--- config.mk ---
export PLATFORM = sky130hd
export DESIGN_NAME = hazard_ctrl
export DESIGN_NICKNAME = d
export VERILOG_FILES = /design/src/rtl/hazard_ctrl_pkg.sv /design/src/rtl/hazard_ctrl_sat_counter.sv /design/src/rtl/hazard_ctrl.sv
export SDC_FILE = /design/constraint.sdc
export NUM_CORES = 1
export LEC_CHECK = 0
export CORE_MARGIN = 1
export CORE_UTILIZATION = 52
export CTS_BUF_LIST = sky130_fd_sc_hd__clkbuf_8
export CTS_CLUSTER_SIZE = 40
export DETAILED_ROUTE_END_ITERATION = 8
export PLACE_DENSITY = 0.88
export SYNTH_ARGS = -nofsm -noshare
export SYNTH_HDL_FRONTEND = slang
export SYNTH_SLANG_ARGS = --single-unit
--- constraint.sdc ---
create_clock -name clk -period 3.75 [get_ports clk]
set_clock_uncertainty 0.05 [all_clocks]
set_input_delay 0.75 -clock clk [delete_from_list [all_inputs] [get_ports clk]]
set_output_delay 0.75 -clock clk [all_outputs]
set_load 0.01 [all_outputs]
--- src/rtl/hazard_ctrl_pkg.sv ---
// ----------------------------------------------------------------------------
// hazard_ctrl_pkg
//   Shared definitions for the hazard/stall controller:
//     - hz_state_e   : controller state encoding (RUN / STALL)
//     - REG_ZERO     : architectural zero register index (never a hazard)
//     - LUS_MIN/MAX  : legal range of the load-use stall length parameter
//     - is_load_use(): load-use RAW hazard detection against the EX load
// ----------------------------------------------------------------------------
package hazard_ctrl_pkg;

  typedef enum logic {
    ST_RUN   = 1'b0,
    ST_STALL = 1'b1
  } hz_state_e;

  localparam logic [4:0] REG_ZERO = 5'd0;
  localparam int         LUS_MIN  = 1;
  localparam int         LUS_MAX  = 3;

  // A load in EX writing a non-zero register that the ID instruction reads.
  // rt only counts when the ID instruction actually reads it.
  function automatic logic is_load_use(
    input logic       ex_mem_read,
    input logic [4:0] ex_rt,
    input logic [4:0] id_rs,
    input logic [4:0] id_rt,
    input logic       id_uses_rt
  );
    logic rs_hit;
    logic rt_hit;
    rs_hit = (ex_rt == id_rs);
    rt_hit = id_uses_rt & (ex_rt == id_rt);
    return ex_mem_read & (ex_rt != REG_ZERO) & (rs_hit | rt_hit);
  endfunction

endpackage

--- src/rtl/hazard_ctrl_sat_counter.sv ---
// ----------------------------------------------------------------------------
// sat_counter
//   Saturating up-counter used for the controller's performance counters.
//   Ports:
//     clk     in  1      rising-edge clock
//     startin in  1      asynchronous reset, active-high (count -> 0)
//     inc     in  1      increment request (ignored once at all-ones)
//     clr     in  1      synchronous clear, wins over inc
//     cnt     out CNT_W  current count
// ----------------------------------------------------------------------------
module sat_counter #(
  parameter int CNT_W = 16
) (
  input  logic             clk,
  input  logic             startin,
  input  logic             inc,
  input  logic             clr,
  output logic [CNT_W-1:0] cnt
);

  localparam logic [CNT_W-1:0] CNT_MAX = {CNT_W{1'b1}};

  logic [CNT_W-1:0] cnt_d;
  logic [CNT_W-1:0] cnt_q;

  // Next count: clear first, then a non-wrapping increment.
  always_comb begin
    cnt_d = cnt_q;
    if (clr) begin
      cnt_d = {CNT_W{1'b0}};
    end else if (inc && (cnt_q != CNT_MAX)) begin
      cnt_d = cnt_q + {{(CNT_W-1){1'b0}}, 1'b1};
    end else begin
      cnt_d = cnt_q;
    end
  end

  // Count register.
  always_ff @(posedge clk or posedge startin) begin
    if (startin) begin
      cnt_q <= {CNT_W{1'b0}};
    end else begin
      cnt_q <= cnt_d;
    end
  end

  assign cnt = cnt_q;

endmodule

--- src/rtl/hazard_ctrl.sv ---
// ----------------------------------------------------------------------------
// hazard_ctrl
//   Pipeline hazard/stall controller. Inserts LOAD_USE_STALL bubbles on a
//   load-use hazard, squashes IF/ID, ID/EX and EX/MEM on a taken branch
//   resolved in MEM, and freezes the pipe while data memory is busy.
//   Priority: startin > branch > dmem_busy > load-use/STALL > normal.
//   Ports:
//     clk, startin                  clock, async active-high reset
//     ID_rs, ID_rt, ID_uses_rt      sources of the instruction in ID
//     EX_mem_read, EX_rt            load in EX and its destination
//     MEM_branch_taken              taken branch resolved in MEM
//     dmem_busy                     data memory not ready
//     clr_cnt                       synchronous clear of both counters
//     pc_write, IF_ID_write         front-end load enables
//     IF_ID_flush, ID_EX_bubble,
//     EX_MEM_flush                  pipeline register clears
//     pipe_hold                     hold every pipeline register
//     stall_cycles, flush_events    saturating performance counters
//   Control outputs are combinational from state and inputs so they act in
//   the same cycle the hazard is seen.
// ----------------------------------------------------------------------------
module hazard_ctrl
  import hazard_ctrl_pkg::*;
#(
  parameter int LOAD_USE_STALL = 1,
  parameter int CNT_W          = 16
) (
  input  logic             clk,
  input  logic             startin,
  input  logic [4:0]       ID_rs,
  input  logic [4:0]       ID_rt,
  input  logic             ID_uses_rt,
  input  logic             EX_mem_read,
  input  logic [4:0]       EX_rt,
  input  logic             MEM_branch_taken,
  input  logic             dmem_busy,
  input  logic             clr_cnt,
  output logic             pc_write,
  output logic             IF_ID_write,
  output logic             IF_ID_flush,
  output logic             ID_EX_bubble,
  output logic             EX_MEM_flush,
  output logic             pipe_hold,
  output logic [CNT_W-1:0] stall_cycles,
  output logic [CNT_W-1:0] flush_events
);

  if ((LOAD_USE_STALL < LUS_MIN) || (LOAD_USE_STALL > LUS_MAX)) begin : g_bad_lus
    $error("hazard_ctrl: LOAD_USE_STALL must be in 1..3");
  end

  // Bubbles still owed after the first one of a load-use stall.
  localparam logic [1:0] REM_INIT = 2'(LOAD_USE_STALL - 1);

  hz_state_e  state_d;
  hz_state_e  state_q;
  logic [1:0] rem_d;
  logic [1:0] rem_q;
  logic       load_use_s;
  logic       stall_inc_s;
  logic       flush_inc_s;

  assign load_use_s = is_load_use(EX_mem_read, EX_rt, ID_rs, ID_rt, ID_uses_rt);

  // Next state, stall countdown, counter increments and control outputs.
  always_comb begin
    state_d      = state_q;
    rem_d        = rem_q;
    stall_inc_s  = 1'b0;
    flush_inc_s  = 1'b0;
    pc_write     = 1'b1;
    IF_ID_write  = 1'b1;
    IF_ID_flush  = 1'b0;
    ID_EX_bubble = 1'b0;
    EX_MEM_flush = 1'b0;
    pipe_hold    = 1'b0;

    if (startin) begin
      // Reset asserted: nothing advances, every stage is cleared.
      pc_write     = 1'b0;
      IF_ID_write  = 1'b0;
      IF_ID_flush  = 1'b1;
      ID_EX_bubble = 1'b1;
      EX_MEM_flush = 1'b1;
      state_d      = ST_RUN;
      rem_d        = 2'd0;
    end else if (MEM_branch_taken) begin
      // Squash the three younger stages; any pending stall belongs to a
      // wrong-path instruction and is dropped.
      IF_ID_flush  = 1'b1;
      ID_EX_bubble = 1'b1;
      EX_MEM_flush = 1'b1;
      flush_inc_s  = 1'b1;
      state_d      = ST_RUN;
      rem_d        = 2'd0;
    end else if (dmem_busy) begin
      // Whole-pipe freeze: state and countdown stay put.
      pc_write     = 1'b0;
      IF_ID_write  = 1'b0;
      pipe_hold    = 1'b1;
    end else begin
      case (state_q)
        ST_RUN: begin
          if (load_use_s) begin
            pc_write     = 1'b0;
            IF_ID_write  = 1'b0;
            ID_EX_bubble = 1'b1;
            stall_inc_s  = 1'b1;
            if (LOAD_USE_STALL > 1) begin
              state_d = ST_STALL;
              rem_d   = REM_INIT;
            end else begin
              state_d = ST_RUN;
              rem_d   = 2'd0;
            end
          end else begin
            state_d = ST_RUN;
            rem_d   = rem_q;
          end
        end
        ST_STALL: begin
          // load_use is ignored here: the countdown alone ends the stall.
          pc_write     = 1'b0;
          IF_ID_write  = 1'b0;
          ID_EX_bubble = 1'b1;
          stall_inc_s  = 1'b1;
          if (rem_q <= 2'd1) begin
            state_d = ST_RUN;
            rem_d   = 2'd0;
          end else begin
            state_d = ST_STALL;
            rem_d   = rem_q - 2'd1;
          end
        end
        default: begin
          state_d = ST_RUN;
          rem_d   = 2'd0;
        end
      endcase
    end
  end

  // Controller state registers.
  always_ff @(posedge clk or posedge startin) begin
    if (startin) begin
      state_q <= ST_RUN;
      rem_q   <= 2'd0;
    end else begin
      state_q <= state_d;
      rem_q   <= rem_d;
    end
  end

  sat_counter #(.CNT_W(CNT_W)) u_stall_cnt (
    .clk     (clk),
    .startin (startin),
    .inc     (stall_inc_s),
    .clr     (clr_cnt),
    .cnt     (stall_cycles)
  );

  sat_counter #(.CNT_W(CNT_W)) u_flush_cnt (
    .clk     (clk),
    .startin (startin),
    .inc     (flush_inc_s),
    .clr     (clr_cnt),
    .cnt     (flush_events)
  );

endmodule
==> results.py <==
metrics = {
    "run": {
        "maxCapViolCount": 0,
    },
    "global_routing": {
        "grt_pass1_wl_um": 7710,
        "grt_use_total_pct": 24.8,
        "globalRouteOverflowTotal": 0,
        "grt_max_degree": 37,
        "grt_pass1_vias": 1713,
        "antenna_found_initial": 0,
    },
    "power": {
        "leakagePower_nw": 1.18,
        "powerDensity_nw_per_um2": 267,
        "power_frac_clock_pct": 35.6,
        "p_int_mw": 0.546,
        "swShare_pct": 24.4,
        "peakVddDrop_v": 0.000189,
        "p_switching_mw": 0.176,
        "combPwrFrac_pct": 11.5,
        "seqPwrFrac_pct": 52.8,
    },
    "clock_tree": {
        "cts_setup_buffers": 0,
        "cts_hold_buffers": 0,
        "clkTransAtPathRegs_ps": 60,
        "numCtsBuffers": 5,
        "cts_buffer_depth": 2,
        "h-tree-depth": 2,
        "clock-root-buffer": "clkbuf_8",
        "cts_tree": "done",
        "clock-sinks": 35,
        "clk_latency_ps": 290,
    },
    "placement": {
        "gp_congestion": 0.828,
        "hpwl_um": 3290,
        "io_buffers": 59,
        "dp.cells": 316,
    },
    "critical_path": {
        "critPathMostFrequentCell": "nor2_1",
        "critPathLaunch": "EX_rt[2]",
        "reg2reg_from": "u_stall_cnt.cnt[0]",
        "slowest_stage": "clkdlybuf4s50_1",
        "arrival_ps": 2830,
        "ff2ff_setup_slack_ps": 1440,
        "start_kind": "input pin",
        "reg2regPathDepth": 7,
        "crit_fanout": 3,
        "rr_endpoint": "u_stall_cnt.cnt[6]",
        "path_cells": "clkdlybuf4s50_1 > or4_1 > o21ai_2 > o21bai_4 > nor2_1 > nor2_1 > nor2_1 > clkdlybuf4s50_1",
        "cp-end-kind": "output pin",
        "cp.required_ps": 2950,
        "cp-endpoint": "IF_ID_write",
        "slowest_delay_ps": 580,
        "criticalPathCategory": "in2out",
    },
    "logic_synthesis": {
        "synth_seq_area_share_pct": 45.0,
        "syn_area_per_cell_um2": 9.14,
        "synth_ff_type": "dfrtp_1",
        "yosysWarnings": 0,
        "syn_inst": 213,
        "syn_area_um2": 1950,
        "yosysUniqueCellTypes": 34,
        "yosys_register_bits": 35,
        "ys_async_sr_fraction_pct": 100,
        "syn_nets": 237,
        "synth_edf_count": 0,
    },
    "floorplanning": {
        "ios": 60,
        "dieArea_um2": 3990,
        "die_y_um": 63.2,
        "rows": 21,
        "die_w_um": 63.2,
        "initial_utilization_pct": 56.1,
        "core_area_um2": 3470,
    },
    "detailed_routing": {
        "vias": 1718,
        "post_drt_wl_per_cell_um": 13.7,
        "antenna_left": 0,
        "drc_errors": 0,
        "vias_per_cell": 5.30,
        "totalWireLength_um": 4430,
        "dr.first_iter.drc_count": 79,
        "dr.pass1.iters": 4,
    },
    "sta": {
        "fmax_mhz": 275,
        "tns_ps": 0,
        "maxSlewViolCount": 0,
        "tightestPinTransition_ps": 570,
        "hold_violations": 0,
        "post-route-period-util_pct": 96.9,
        "rsz0062_at_grt": "false",
        "slew_headroom_pct": 61.8,
        "period_needed_ps": 3630,
        "setup_violations": 0,
    },
    "hold_path": {
        "whs_path_depth": 2,
        "min_path_type": "reg2reg",
    },
    "layout": {
        "drive_above_1_share_pct": 6.47,
        "num_antenna_cells": 0,
        "multi_input_area_um2": 1030,
        "mostFrequentLayoutCell": "clkdlybuf4s50_1",
        "syn2layout_area_growth_pct": 38.6,
        "register_area_um2": 876,
        "fillers": 256,
        "layout.nets": 301,
        "final_cell_mix": "59 x clkdlybuf4s50_1, 44 x nor2_1, 35 x dfrtp_1",
        "fin_cells": 324,
    },
    "run_status": {
        "outcome": "finished clean",
    },
}
flip-flops by register name (all words and copies together), names as in the netlist:
register and flops:
u_flush_cnt.cnt 16, u_stall_cnt.cnt 16, rem_q 2, state_q 1
synthesized netlist by cell type, types with 2 or more instances:
cell type | n | area, um^2
nor3_1 | 3 | 15.0
nand2_1 | 12 | 45.0
nor4_1 | 2 | 12.5
nand4_1 | 7 | 43.8
dfrtp_1 | 35 | 876
buf_4 | 2 | 15.0
or3_1 | 2 | 12.5
xnor2_1 | 7 | 61.3
xor2_1 | 30 | 263
buf_2 | 2 | 10.0
inv_1 | 5 | 18.8
o21ai_0 | 3 | 15.0
nor2_1 | 44 | 165
nand3_1 | 18 | 90.1
mux2i_1 | 2 | 20.0
and2_1 | 3 | 18.8
and4_1 | 2 | 17.5
and3_1 | 12 | 75.1
ha_1 | 2 | 25.0
a21oi_1 | 4 | 20.0
clkbuf_1 | 3 | 11.3
metrics by stage:
step / utilization, % / instance area, um^2 / power (mW) / setup slack, ps / hold WS, ps
final: 77.8 / 2700 / 0.722 / 117 / 458
after global routing: 77.8 / 2700 / 0.750 / 12.0 / 502
after CTS: 77.3 / 2680 / 0.725 / 73.6 / 462
after detailed placement: 75.0 / 2600 / 0.470 / 82.8 / 453
after global placement: 75.0 / 2600 / 0.468 / 105 / 449
after floorplan: - / 1950 / 0.424 / 727 / 428
critical path, delay by kind of cell:
family | cells | cell delay, ps
simple gates | 4 | 770
buf+inv | 2 | 1060
compound gates | 2 | 250
routing by layer:
metal,global-route usage [%],part of all wire [%],vias up
li1,-,-,850
met1,30.2,44,802
met2,43.3,50,58
met3,5.07,5.2,8
met4,8.52,1.2,0
met5,0,0,-
power by group through the flow:
stage	Sequential (mW)	Combinational (mW)	Clock (mW)
2_1_floorplan	0.389	0.0355	0
4_1_cts	0.381	0.0816	0.262
6_report	0.381	0.0832	0.257
5_1_grt	0.381	0.0906	0.278
3_5_place_dp	0.388	0.0814	0
3_3_place_gp	0.388	0.0794	0
timing repair:
action	in CTS	in global routing
resized for setup	0	3
endpoints found under the setup margin	0	3
hold endpoints to repair	0	0
worst min-delay path by stage:
| stage | startpoint | to |
|---|---|---|
| after floorplan | rem_q[1] | rem_q[1] |
| after CTS | rem_q[1] | rem_q[1] |
| after global placement | rem_q[1] | rem_q[1] |
| final | rem_q[1] | rem_q[1] |
| after global routing | rem_q[1] | rem_q[1] |
| after detailed placement | rem_q[1] | rem_q[1] |
cell type report:
cell class                 instances  share of cell area [%]
multi-input combinational        165                    38.2
sequential                        35                    32.5
timing repair buffer              65                    23.6
clock buffer                       5                    2.55
tap                               46                    2.13
inverter                           5                   0.695
clock inverter                     3                   0.464
kinds of logic after synthesis:
group | after synthesis | share of synthesized area (%)
multiplexers | 3 | 1.61
XOR/XNOR | 37 | 16.6
AND/OR/NAND/NOR | 112 | 28.3
AO/OA/AOI/OAI | 11 | 4.11
buffers and inverters | 13 | 3.02
flip-flops | 35 | 45.0
adder cells (fa/ha/maj) | 2 | 1.29
(Power assumes the default switching activity.)
